==> config.mk <==
export PLATFORM = sky130hd
export DESIGN_NAME = div_seq
export DESIGN_NICKNAME = d
export VERILOG_FILES = /design/src/rtl/div_seq.sv
export SDC_FILE = /design/constraint.sdc
export NUM_CORES = 1
export LEC_CHECK = 0
export CAP_MARGIN = 0
export CORE_ASPECT_RATIO = 0.5
export CORE_MARGIN = 8
export CORE_UTILIZATION = 35
export DETAILED_ROUTE_END_ITERATION = 8
export PLACE_DENSITY = 0.5
export SETUP_SLACK_MARGIN = 0.5
export SKIP_LAST_GASP = 1
export SLEW_MARGIN = 0
export SYNTH_ARGS = -nofsm -noshare
export SYNTH_HDL_FRONTEND = slang
export SYNTH_SLANG_ARGS = --single-unit
==> constraint.sdc <==
create_clock -name clk -period 3.5 [get_ports clk]
set_clock_uncertainty 0.2 [all_clocks]
set_input_delay 0.525 -clock clk [delete_from_list [all_inputs] [get_ports clk]]
set_output_delay 0.525 -clock clk [all_outputs]
set_load 0.01 [all_outputs]
==> src/rtl/div_seq.sv <==
// Iterative signed divider: restoring shift/subtract, one quotient bit per clock.
// Result packs {remainder, quotient}; truncating division, remainder follows dividend sign.
module div_seq #(
  parameter int unsigned REG_SIZE = 32
) (
  input  logic                    clk,
  input  logic                    clr_n,
  input  logic                    start,
  input  logic [REG_SIZE-1:0]     y_data_in,
  input  logic [REG_SIZE-1:0]     bus_data_in,
  output logic [2*REG_SIZE-1:0]   z_data_out,
  output logic                    busy,
  output logic                    done,
  output logic                    div_by_zero
);

  localparam int unsigned CW = $clog2(REG_SIZE);

  typedef enum logic [1:0] {
    S_IDLE = 2'd0,
    S_ITER = 2'd1,
    S_FIX  = 2'd2
  } state_e;

  state_e              state_q;
  logic [CW-1:0]       count_q;
  logic [REG_SIZE-1:0] rem_q;
  logic [REG_SIZE-1:0] quo_q;
  logic [REG_SIZE-1:0] div_q;
  logic                sgn_quo_q;
  logic                sgn_rem_q;
  logic                dbz_q;

  logic [REG_SIZE-1:0] y_mag_c;
  logic [REG_SIZE-1:0] bus_mag_c;
  logic [REG_SIZE:0]   rem_sh_c;
  logic [REG_SIZE:0]   trial_c;
  logic [REG_SIZE-1:0] rem_d;
  logic [REG_SIZE-1:0] quo_d;
  logic [REG_SIZE-1:0] quo_fix_c;
  logic [REG_SIZE-1:0] rem_fix_c;

  // Operand magnitudes, one restoring step, and sign fix-up of the final result.
  always_comb begin
    y_mag_c   = y_data_in[REG_SIZE-1]   ? -y_data_in   : y_data_in;
    bus_mag_c = bus_data_in[REG_SIZE-1] ? -bus_data_in : bus_data_in;
    rem_sh_c  = {rem_q, quo_q[REG_SIZE-1]};
    trial_c   = rem_sh_c - {1'b0, div_q};
    // A negative trial means the shifted remainder is below the divisor, so its top bit is clear.
    rem_d     = trial_c[REG_SIZE] ? rem_sh_c[REG_SIZE-1:0] : trial_c[REG_SIZE-1:0];
    quo_d     = {quo_q[REG_SIZE-2:0], ~trial_c[REG_SIZE]};
    quo_fix_c = sgn_quo_q ? -quo_q : quo_q;
    rem_fix_c = sgn_rem_q ? -rem_q : rem_q;
  end

  always_ff @(posedge clk or negedge clr_n) begin
    if (!clr_n) begin
      state_q     <= S_IDLE;
      count_q     <= '0;
      rem_q       <= '0;
      quo_q       <= '0;
      div_q       <= '0;
      sgn_quo_q   <= 1'b0;
      sgn_rem_q   <= 1'b0;
      dbz_q       <= 1'b0;
      z_data_out  <= '0;
      busy        <= 1'b0;
      done        <= 1'b0;
      div_by_zero <= 1'b0;
    end else begin
      done <= 1'b0;
      case (state_q)
        S_IDLE: begin
          if (start) begin
            busy    <= 1'b1;
            count_q <= '0;
            if (bus_data_in == '0) begin
              // Zero divisor skips iteration; FIX emits {dividend, all ones} unchanged.
              rem_q     <= y_data_in;
              quo_q     <= '1;
              div_q     <= '0;
              sgn_quo_q <= 1'b0;
              sgn_rem_q <= 1'b0;
              dbz_q     <= 1'b1;
              state_q   <= S_FIX;
            end else begin
              rem_q     <= '0;
              quo_q     <= y_mag_c;
              div_q     <= bus_mag_c;
              sgn_quo_q <= y_data_in[REG_SIZE-1] ^ bus_data_in[REG_SIZE-1];
              sgn_rem_q <= y_data_in[REG_SIZE-1];
              dbz_q     <= 1'b0;
              state_q   <= S_ITER;
            end
          end
        end
        S_ITER: begin
          rem_q   <= rem_d;
          quo_q   <= quo_d;
          count_q <= count_q + CW'(1);
          if (count_q == CW'(REG_SIZE - 1)) begin
            state_q <= S_FIX;
          end
        end
        S_FIX: begin
          z_data_out  <= {rem_fix_c, quo_fix_c};
          div_by_zero <= dbz_q;
          done        <= 1'b1;
          busy        <= 1'b0;
          state_q     <= S_IDLE;
        end
        default: begin
          state_q <= S_IDLE;
        end
      endcase
    end
  end

endmodule

==> run metrics, run 1 <==
outcome complete, no violations; Yosys reg bits 173; Layout area overhead 42.72%; Fin Setup TNS 0 ps; CTS buffer count 17; IO Port Bufs 133; # rows 46; vias after detailed routing 10,940; GRT met3 Usage around 3.4%; Netlist cell types between 60 and 70; Clock Latency Late Sink roughly 460 ps; I/O pin count about 130; Yosys top cell area share between 30% and 40%; final worst path period share 93.22%; antenna violations before repair 1; Avg WL per Cell 19.32 um; die width 270.4 um; RR Endpoint z_data_out[63]; Hold Crit Start z_data_out[24]; CTS tree done; Final Power about 20 mW; Placed Area around 0.014 mm2; Synth warnings 0; vias in the first global route 10,800; Fin. Hold Viols 0; Nets approximately 1,700; crit path max fanout 4; Reg clk slew, reported paths 70 ps; Rel. slew slack 30.15%; DR pass1 iterations 5; GRT busiest layer met2; unrepaired setup endpoints after global routing true; Seq/Total Area, Yosys 38.24%; GP Congestion between 0.8 and 0.9; Crit Path Category flop to flop; syn_area_per_cell between 8 and 9 um2; Power Density between 1000 and 1500 mW/mm2; first-pass GRT wire length just over 60,000 um; Synth area leader dfrtp_1; min Tclk post-route 3263 ps; fillers roughly 3,000; drt via density roughly 5.3; Root Driver clkbuf_16; DP Wirelength about 30,000 um; layout cells sized above 1 23.35%; syn nets 1,464; Routed Antenna Nets 0; HP Class flop to flop; CTS max path bufs 2; Reg2Reg Depth 8; hold depth 2; Remaining Overflow, GRT 0; Starting Density a little over a third; synth top area cells dfrtp_1 (38%), o21ai_0 (8.1%), xor2_1 (8.0%); Worst R2R Start rem_q[10]; Core Area between 0.03 and 0.04 mm2; flop2flop setup slack 240 ps; max-slew violations 0; EDFF count, synth 0; number of max-cap violations 0; Worst EP required between 3000 and 4000 ps; endpoint class of the critical path flop; Tot GR Track Use 20.34%; mapped cell area 0.01132 mm2; pin count of the biggest net entering global routing 97; Hold Path End z_data_out[24]; worst vdd ir 0.0006562 V; asr flop ratio synth between 90% and 100%; predominant post-synthesis flop cell dfrtp_1; arrival time worst endpoint 3380 ps; Synth Instances approximately 1,400; Final setup viols 0; most frequent cell after synthesis nand2_1; Detailed Route Iter0 Violations just over 700; f_max 306.5 MHz; Post-route DRC 0; met2 GRT Util between 30% and 40%; Die Area roughly 0.039 mm2; leakage power ~6.6 nW; die span in y about 140 um; number of H-tree levels 4; TritonCTS Sinks 173; Routed WL about 40,000 um; met1 Usage GRT a little under a third; Post-synth top cells nand2_1 (212), o21ai_0 (184), dfrtp_1 (173), xor2_1 (103), a21oi_1 (91); final instance area between 0.015 and 0.02 mm2; Worst-Margin Slew approximately 1000 ps; Setup crit start kind flop
[repair_timing]
item,in CTS,in global routing
cloned,5,0
hold buffers,1,0
pin swaps,64,52
resized for setup,140,90
setup buffers,25,15
hold endpoints to repair,60,0
endpoints found under the setup margin,56,72
[final cells by class]
| cell class | instances | area (um2) | area share [%] |
|---|---|---|---|
| inverter | 51 | 191.4 | 1.185 |
| antenna | 1 | 2.502 | 0.01549 |
| clock buffer | 20 | 436.7 | 2.702 |
| tap | 432 | 540.5 | 3.345 |
| sequential | 173 | 4340 | 26.86 |
| clock inverter | 12 | 148.9 | 0.9214 |
| timing repair buffer | 308 | 2937 | 18.17 |
| multi-input combinational | 1059 | 7562 | 46.80 |
[worst max-delay path, cell delays in order (launching register included)]
cell	delay (ps)
dfrtp_2	460
or4_4	550
or3_4	390
or4_4	460
or3_4	400
o31ai_4	220
xor2_2	240
buf_4	160
o21ai_2	40
[metrics by stage]
stage | hold slack (ps) | utilization, % | cells | setup WS, ps
3_3_place_gp | 263.8 | 44.09 | 1977 | -27.08
3_5_place_dp | 265.9 | 44.09 | 1977 | -48.51
2_1_floorplan | 29.41 | - | 1358 | 434.2
6_report | 277.7 | 50.86 | 2056 | 237.3
4_1_cts | 283.7 | 49.17 | 2040 | 242.1
5_1_grt | 299.2 | 50.86 | 2056 | 131.4
[power breakdown]
group	total, mW	internal, mW	switching [mW]
Clock	1.98	1.07	0.908
Sequential	3.64	2.77	0.871
Combinational	14.1	6.84	7.26
Total	19.7	10.7	9.04
[how the worst max path moves through the flow]
stage                    startpoint  cells after the start  slack [ps]        endpoint
finish                    rem_q[10]                      8         240  z_data_out[63]
global route               div_q[0]                     15         130       rem_q[13]
CTS                        div_q[0]                     15         240       rem_q[26]
detailed placement  bus_data_in[24]                      9         -50        rem_q[9]
global placement          rem_q[18]                     10         -30  z_data_out[63]
floorplan                 rem_q[16]                     11         430        rem_q[5]
[logic make-up (layout without fill, tap and decap cells)]
family / count (synthesis) / after routing / synth area share [%]
XOR/XNOR: 147 / 147 / 11.44
AND/OR/NAND/NOR: 411 / 411 / 16.71
other: 0 / 1 / 0
flip-flops: 173 / 173 / 38.24
AO/OA/AOI/OAI: 458 / 458 / 24.60
buffers and inverters: 126 / 391 / 4.277
multiplexers: 4 / 4 / 0.3647
adder cells (fa/ha/maj): 39 / 39 / 4.376
[cells in the final DEF (no fill, tap or decap), types with 19 or more instances in the layout]
master	n
a21oi_1	77
xor2_1	99
o22ai_1	25
xnor2_1	42
nand2_1	204
clkdlybuf4s50_1	131
inv_1	47
o31ai_1	32
ha_1	23
nor2_1	55
o21ai_0	161
dfrtp_1	164
buf_4	144
a31oi_1	19
[state kept, by name, summed over array words and instances, names as in the netlist, 2 cells and up]
register	count
z_data_out	64
rem_q	32
quo_q	32
state_q	2
div_q	32
count_q	5
[per-layer routing]
metal,up-vias,wire length [um]
li1,5377,-
met1,5271,19900
met2,262,17320
met3,30,2022
met4,0,490
met5,-,0
Power figures use the tool's default switching activity.
==> run 2: changes to the inputs <==
CORE_MARGIN = 2   (was 8)
==> run metrics, run 2 (synthesis results as in run 1) <==
outcome complete, no violations; CP most frequent cell a211oi_2; Reg with most FFs z_data_out; Remaining Overflow, GRT 0 (unchanged); I/O pin count 134 (unchanged); Worst-Margin Slew 725.3 ps (-322.5 ps); final worst path period share 92.65% (-0.57 points); Final Power 18.71 mW (-5.2%); Reg clk slew, reported paths 70 ps (about the same); f_max 308.4 MHz (+0.62%); crit path max fanout 5 (+1); Power Density 1176 mW/mm2 (-3.7%); pin count of the biggest net entering global routing 75 (-23%); Detailed Route Iter0 Violations 737 (+1.7%); # rows 46 (unchanged); Routed WL 38,730 um (-2.5%); flop2flop setup slack 260 ps (+20 ps); Clock Latency Late Sink 460 ps (about the same); max-slew violations 0 (unchanged); HP Class flop to flop; Setup crit start kind flop; Hold Crit Start z_data_out[15]; worst vdd ir 0.0006277 V (-4.3%); fillers 2,972 (-2.4%); drt via density 5.350 (+0.54%); Layout area overhead 40.50%; antenna violations before repair 0 (-1); CTS buffer count 17 (unchanged); most common cell after layout, fill and taps aside nand2_1; Routed Antenna Nets 0 (unchanged); Rel. slew slack 51.65% (+21 points); hold depth 2 (unchanged); Antenna diodes 0 (-1); unrepaired setup endpoints after global routing true; Root Driver clkbuf_16; DP Wirelength 29,000 um (-1.5%); Worst R2R Start rem_q[15]; crit path cell chain ha_1, a211oi_2, nor2_1, or3b_1, a211oi_2, a31oi_2, buf_4, xnor2_4, buf_6, buf_12, clkbuf_16, o31a_1, a21oi_1; IO Port Bufs 133 (unchanged); Finished Layout Cells 2,057 (+0.049%); Final setup viols 0 (unchanged); number of H-tree levels 4 (unchanged); RR Endpoint rem_q[20]; delay-heaviest family, CP compound AO/OA/AOI/OAI gates; CTS tree done; Tot GR Track Use 22.54% (+2.2 points); Place WS -87.69 ps (-39.18 ps); Hold Path End z_data_out[15]; Die Area 0.03389 mm2 (-12%); vias after detailed routing 11,000 (+0.59%); DR pass1 iterations 5 (unchanged); die span in y 131.2 um (-8.4%); leakage power 6.601 nW (-0.43%); layout cells sized above 1 21.78% (-1.6 points); Starting Density 35.64% (unchanged); slowest CP cell dfrtp_1; post-route setup slack 257.4 ps (+20.09 ps); arrival time worst endpoint 3420 ps (+40 ps); die width 258.4 um (-4.4%); Worst EP required 3670 ps (+50 ps); Reg2Reg Depth 13 (+5); Worst Path Buf+Inv 4 (+3); CP max stage delay 430 ps (-120 ps); GP Congestion 0.9124 (+7.1%); first-pass GRT wire length 59,640 um (-4.4%); CTS max path bufs 2 (unchanged); Crit. path cell count 13 (+5); most frequent cells in the layout nand2_1 (208), dfrtp_1 (164), o21ai_0 (161); WHS 278.3 ps (+0.5700 ps); DP Cell Count 1,987 (+0.51%); Fin. Hold Viols 0 (unchanged); min Tclk post-route 3243 ps (-20.09 ps); Placed Area 0.01407 mm2 (+0.45%); Nets 1,719 (+0.17%); max reg flops 64 (unchanged); Crit Path Category flop to flop; vias in the first global route 10,370 (-3.9%); Post-route DRC 0 (unchanged); final instance area 0.01591 mm2 (-1.6%); number of max-cap violations 0 (unchanged); TritonCTS Sinks 173 (unchanged); Avg WL per Cell 18.83 um (-2.6%); Core Area 0.03177 mm2 (unchanged); endpoint class of the critical path flop
## run 2: worst max-delay path by stage
stage                     from             end  slack [ps]
2_1_floorplan        rem_q[16]        rem_q[5]         430
4_1_cts              rem_q[11]  z_data_out[63]         250
3_3_place_gp   bus_data_in[24]       rem_q[31]         -40
6_report             rem_q[15]       rem_q[20]         260
3_5_place_dp   bus_data_in[24]       rem_q[23]         -90
5_1_grt               div_q[0]        rem_q[5]         170
## run 2: layer usage
metal | routed length [um] | vias to the layer above | global-route usage (%)
met5 | 0 | - | 0
met4 | 314 | 0 | 4.143
met3 | 2342 | 22 | 4.186
met2 | 16530 | 305 | 32.29
met1 | 19540 | 5294 | 35.05
li1 | - | 5383 | -
## run 2: metrics by stage
stage                     TNS (ps)  util (%)
after global placement      -138.8     44.29
final                            0     50.07
after global routing             0     50.07
after detailed placement     -1332     44.29
after floorplan                  0         -
after CTS                        0     47.98
## run 2: layout make-up
| cell class | instances | area [um2] | share of cell area, % |
|---|---|---|---|
| inverters | 51 | 191.4 | 1.203 |
| multi-input cells | 1059 | 7367 | 46.31 |
| well taps | 432 | 540.5 | 3.398 |
| clock inverters | 12 | 125.1 | 0.7865 |
| clock buffers | 19 | 442.9 | 2.784 |
| flip-flops and latches | 173 | 4340 | 27.28 |
| repair buffers | 311 | 2900 | 18.23 |
## run 2: power by group
part | total, mW | internal [mW] | switching (mW) | leakage [nW]
combinational | 13.1 | 6.35 | 6.78 | 4.12
clock | 1.93 | 1.02 | 0.908 | 0.282
sequential | 3.65 | 2.77 | 0.878 | 2.20
total | 18.7 | 10.1 | 8.57 | 6.60
## run 2: timing repair
| item | 4_1_cts | 5_1_grt |
|---|---|---|
| hold buffers | 1 | 0 |
| gates resized for setup | 79 | 111 |
| setup buffers | 21 | 14 |
| gates cloned | 2 | 1 |
| pin swaps | 20 | 50 |
| hold endpoints to repair | 60 | 0 |
| setup endpoints to repair | 68 | 77 |
## run 2: tightest hold or removal path, cell delays in order (launching register included)
cell and delay (ps):
dfrtp_1 340, nand2_1 40, o21ai_0 60
==> run 3: changes to the inputs <==
PLACE_DENSITY = unset   (was 0.5)
==> run metrics, run 3 (synthesis results as in run 1) <==
Hold Path End busy; # rows 46 (unchanged); GRT busiest layer met2; outcome complete, no violations; max reg flops 64 (unchanged); vias in the first global route 10,720 (+3.4%); Layout area overhead 43.04%; Reg clk slew, reported paths 70 ps (about the same); Tot GR Track Use 22.49% (-0.055 points); Worst R2R Start quo_q[31]; Routed WL 38,760 um (about the same); RR Endpoint rem_q[20]; layout cells sized above 1 23.95% (+2.2 points); HP Class flop to flop; Clock Latency Late Sink 460 ps (about the same); Remaining Overflow, GRT 0 (unchanged); DP Cell Count 1,974 (-0.65%); DP Wirelength 28,250 um (-2.6%); CP max stage delay 370 ps (-60 ps); Crit Path Category flop to flop; most common cell after layout, fill and taps aside nand2_1; flop2flop setup slack 270 ps (about the same); Worst EP required 3680 ps (about the same); drt via density 5.413 (+1.2%); WHS 279.6 ps (+1.318 ps); GP Congestion 0.9006 (-1.3%); Avg WL per Cell 18.85 um (+0.13%); TritonCTS Sinks 173 (unchanged); Power Density 1189 mW/mm2 (+1.1%); CTS buffer count 17 (unchanged); unrepaired setup endpoints after global routing true; first-pass GRT wire length 60,490 um (+1.4%); number of max-cap violations 0 (unchanged); slowest CP cell fa_2; max-slew violations 0 (unchanged); CTS max path bufs 2 (unchanged); f_max 309.7 MHz (+0.43%); Worst-Margin Slew 1160 ps (+434.9 ps); crit path max fanout 5 (unchanged); arrival time worst endpoint 3410 ps (about the same); Routed Antenna Nets 0 (unchanged); hold depth 2 (unchanged); Finished Layout Cells 2,056 (-0.049%); vias after detailed routing 11,130 (+1.1%); Nets 1,713 (-0.35%); IO Port Bufs 133 (unchanged); number of H-tree levels 4 (unchanged); leakage power 6.696 nW (+1.4%); GRT met3 Usage 4.128% (-0.058 points); I/O pin count 134 (unchanged); die span in y 131.2 um (unchanged); DR pass1 iterations 6 (+1); pin count of the biggest net entering global routing 132 (+76%); Reg2Reg Depth 15 (+2); die width 258.4 um (unchanged); min Tclk post-route 3229 ps (-13.90 ps); Post-route DRC 0 (unchanged); worst vdd ir 0.0006728 V (+7.2%); crit path cell chain inv_2, ha_4, fa_2, nand2b_4, a21o_1, a211oi_2, o21ai_2, a31oi_2, buf_4, xnor2_4, buf_6, clkbuf_16, clkbuf_16, o31a_1, a21oi_1; antenna violations before repair 4 (+4); Core Area 0.03177 mm2 (unchanged); Setup crit start kind flop; Final setup viols 0 (unchanged); CTS tree done; Fin. Hold Viols 0 (unchanged); CP most frequent cell clkbuf_16; Rel. slew slack 22.66% (-29 points); final worst path period share 92.25% (-0.40 points); most frequent cells in the layout nand2_1 (208), dfrtp_1 (160), o21ai_0 (155); met2 GRT Util 33.71% (+1.4 points); Hold Crit Start busy; Reg with most FFs z_data_out; Root Driver clkbuf_16; Detailed Route Iter0 Violations 958 (+30%); Starting Density 35.64% (unchanged); met1 Usage GRT 32.85% (-2.2 points); endpoint class of the critical path flop; Die Area 0.03389 mm2 (unchanged)
[run 3: how the worst max path moves through the flow]
stage                      endpoint             from
final                     rem_q[20]        quo_q[31]
after global routing      rem_q[30]        quo_q[31]
after CTS                  rem_q[5]        rem_q[16]
after detailed placement  rem_q[12]  bus_data_in[24]
after global placement    rem_q[31]         rem_q[8]
after floorplan            rem_q[5]        rem_q[16]
[run 3: cell type report]
class	count	area [um2]
Timing Repair Buffer	305	2882
Antenna cell	4	10.01
Clock buffer	21	470.5
Tap cell	432	540.5
Multi-Input combinational cell	1059	7626
Sequential cell	173	4345
Clock inverter	11	130.1
Inverter	51	191.4
Fill cell	2912	15570
[run 3: worst max-delay path: cells and delay by family, from the launching register on]
family          cells  cell delay, ps
fa+ha+maj           2             530
xor+xnor            1              80
compound gates      6            1120
simple gates        1             160
buf+inv             5             690
flops               1             360
[run 3: timing repair]
| item | CTS | global route |
|---|---|---|
| gates resized for setup | 166 | 89 |
| setup endpoints to repair | 57 | 87 |
| buffers inserted | 22 | 19 |
| endpoints found under the hold margin | 76 | 0 |
| hold buffers | 1 | 0 |
| cloned | 2 | 2 |
| pin swaps | 65 | 50 |
[run 3: routing by layer]
| layer | vias up | wire [um] |
|---|---|---|
| met1 | 5348 | 18210 |
| met3 | 53 | 2599 |
| li1 | 5369 | - |
| met4 | 0 | 860 |
| met5 | - | 0 |
| met2 | 360 | 17090 |
[run 3: report_power, final]
part	switching, mW	total, mW	leakage [nW]	internal [mW]
Combinational	7.01	13.6	4.20	6.59
Clock	0.886	2.00	0.294	1.12
Sequential	0.879	3.65	2.20	2.78
[run 3: stage by stage]
stage | power [mW] | utilization, % | TNS, ps | instance area (um2) | worst slack, ps
after floorplan | 9.818 | - | 0 | 11380 | 434.2
after global placement | 13.11 | 43.94 | -14.04 | 13960 | -14.04
after detailed placement | 13.31 | 43.94 | -336.0 | 13960 | -45.43
after CTS | 17.78 | 49.15 | 0 | 15610 | 311.1
after global routing | 20.54 | 50.98 | 0 | 16200 | 188.8
final | 19.25 | 50.98 | 0 | 16200 | 271.3
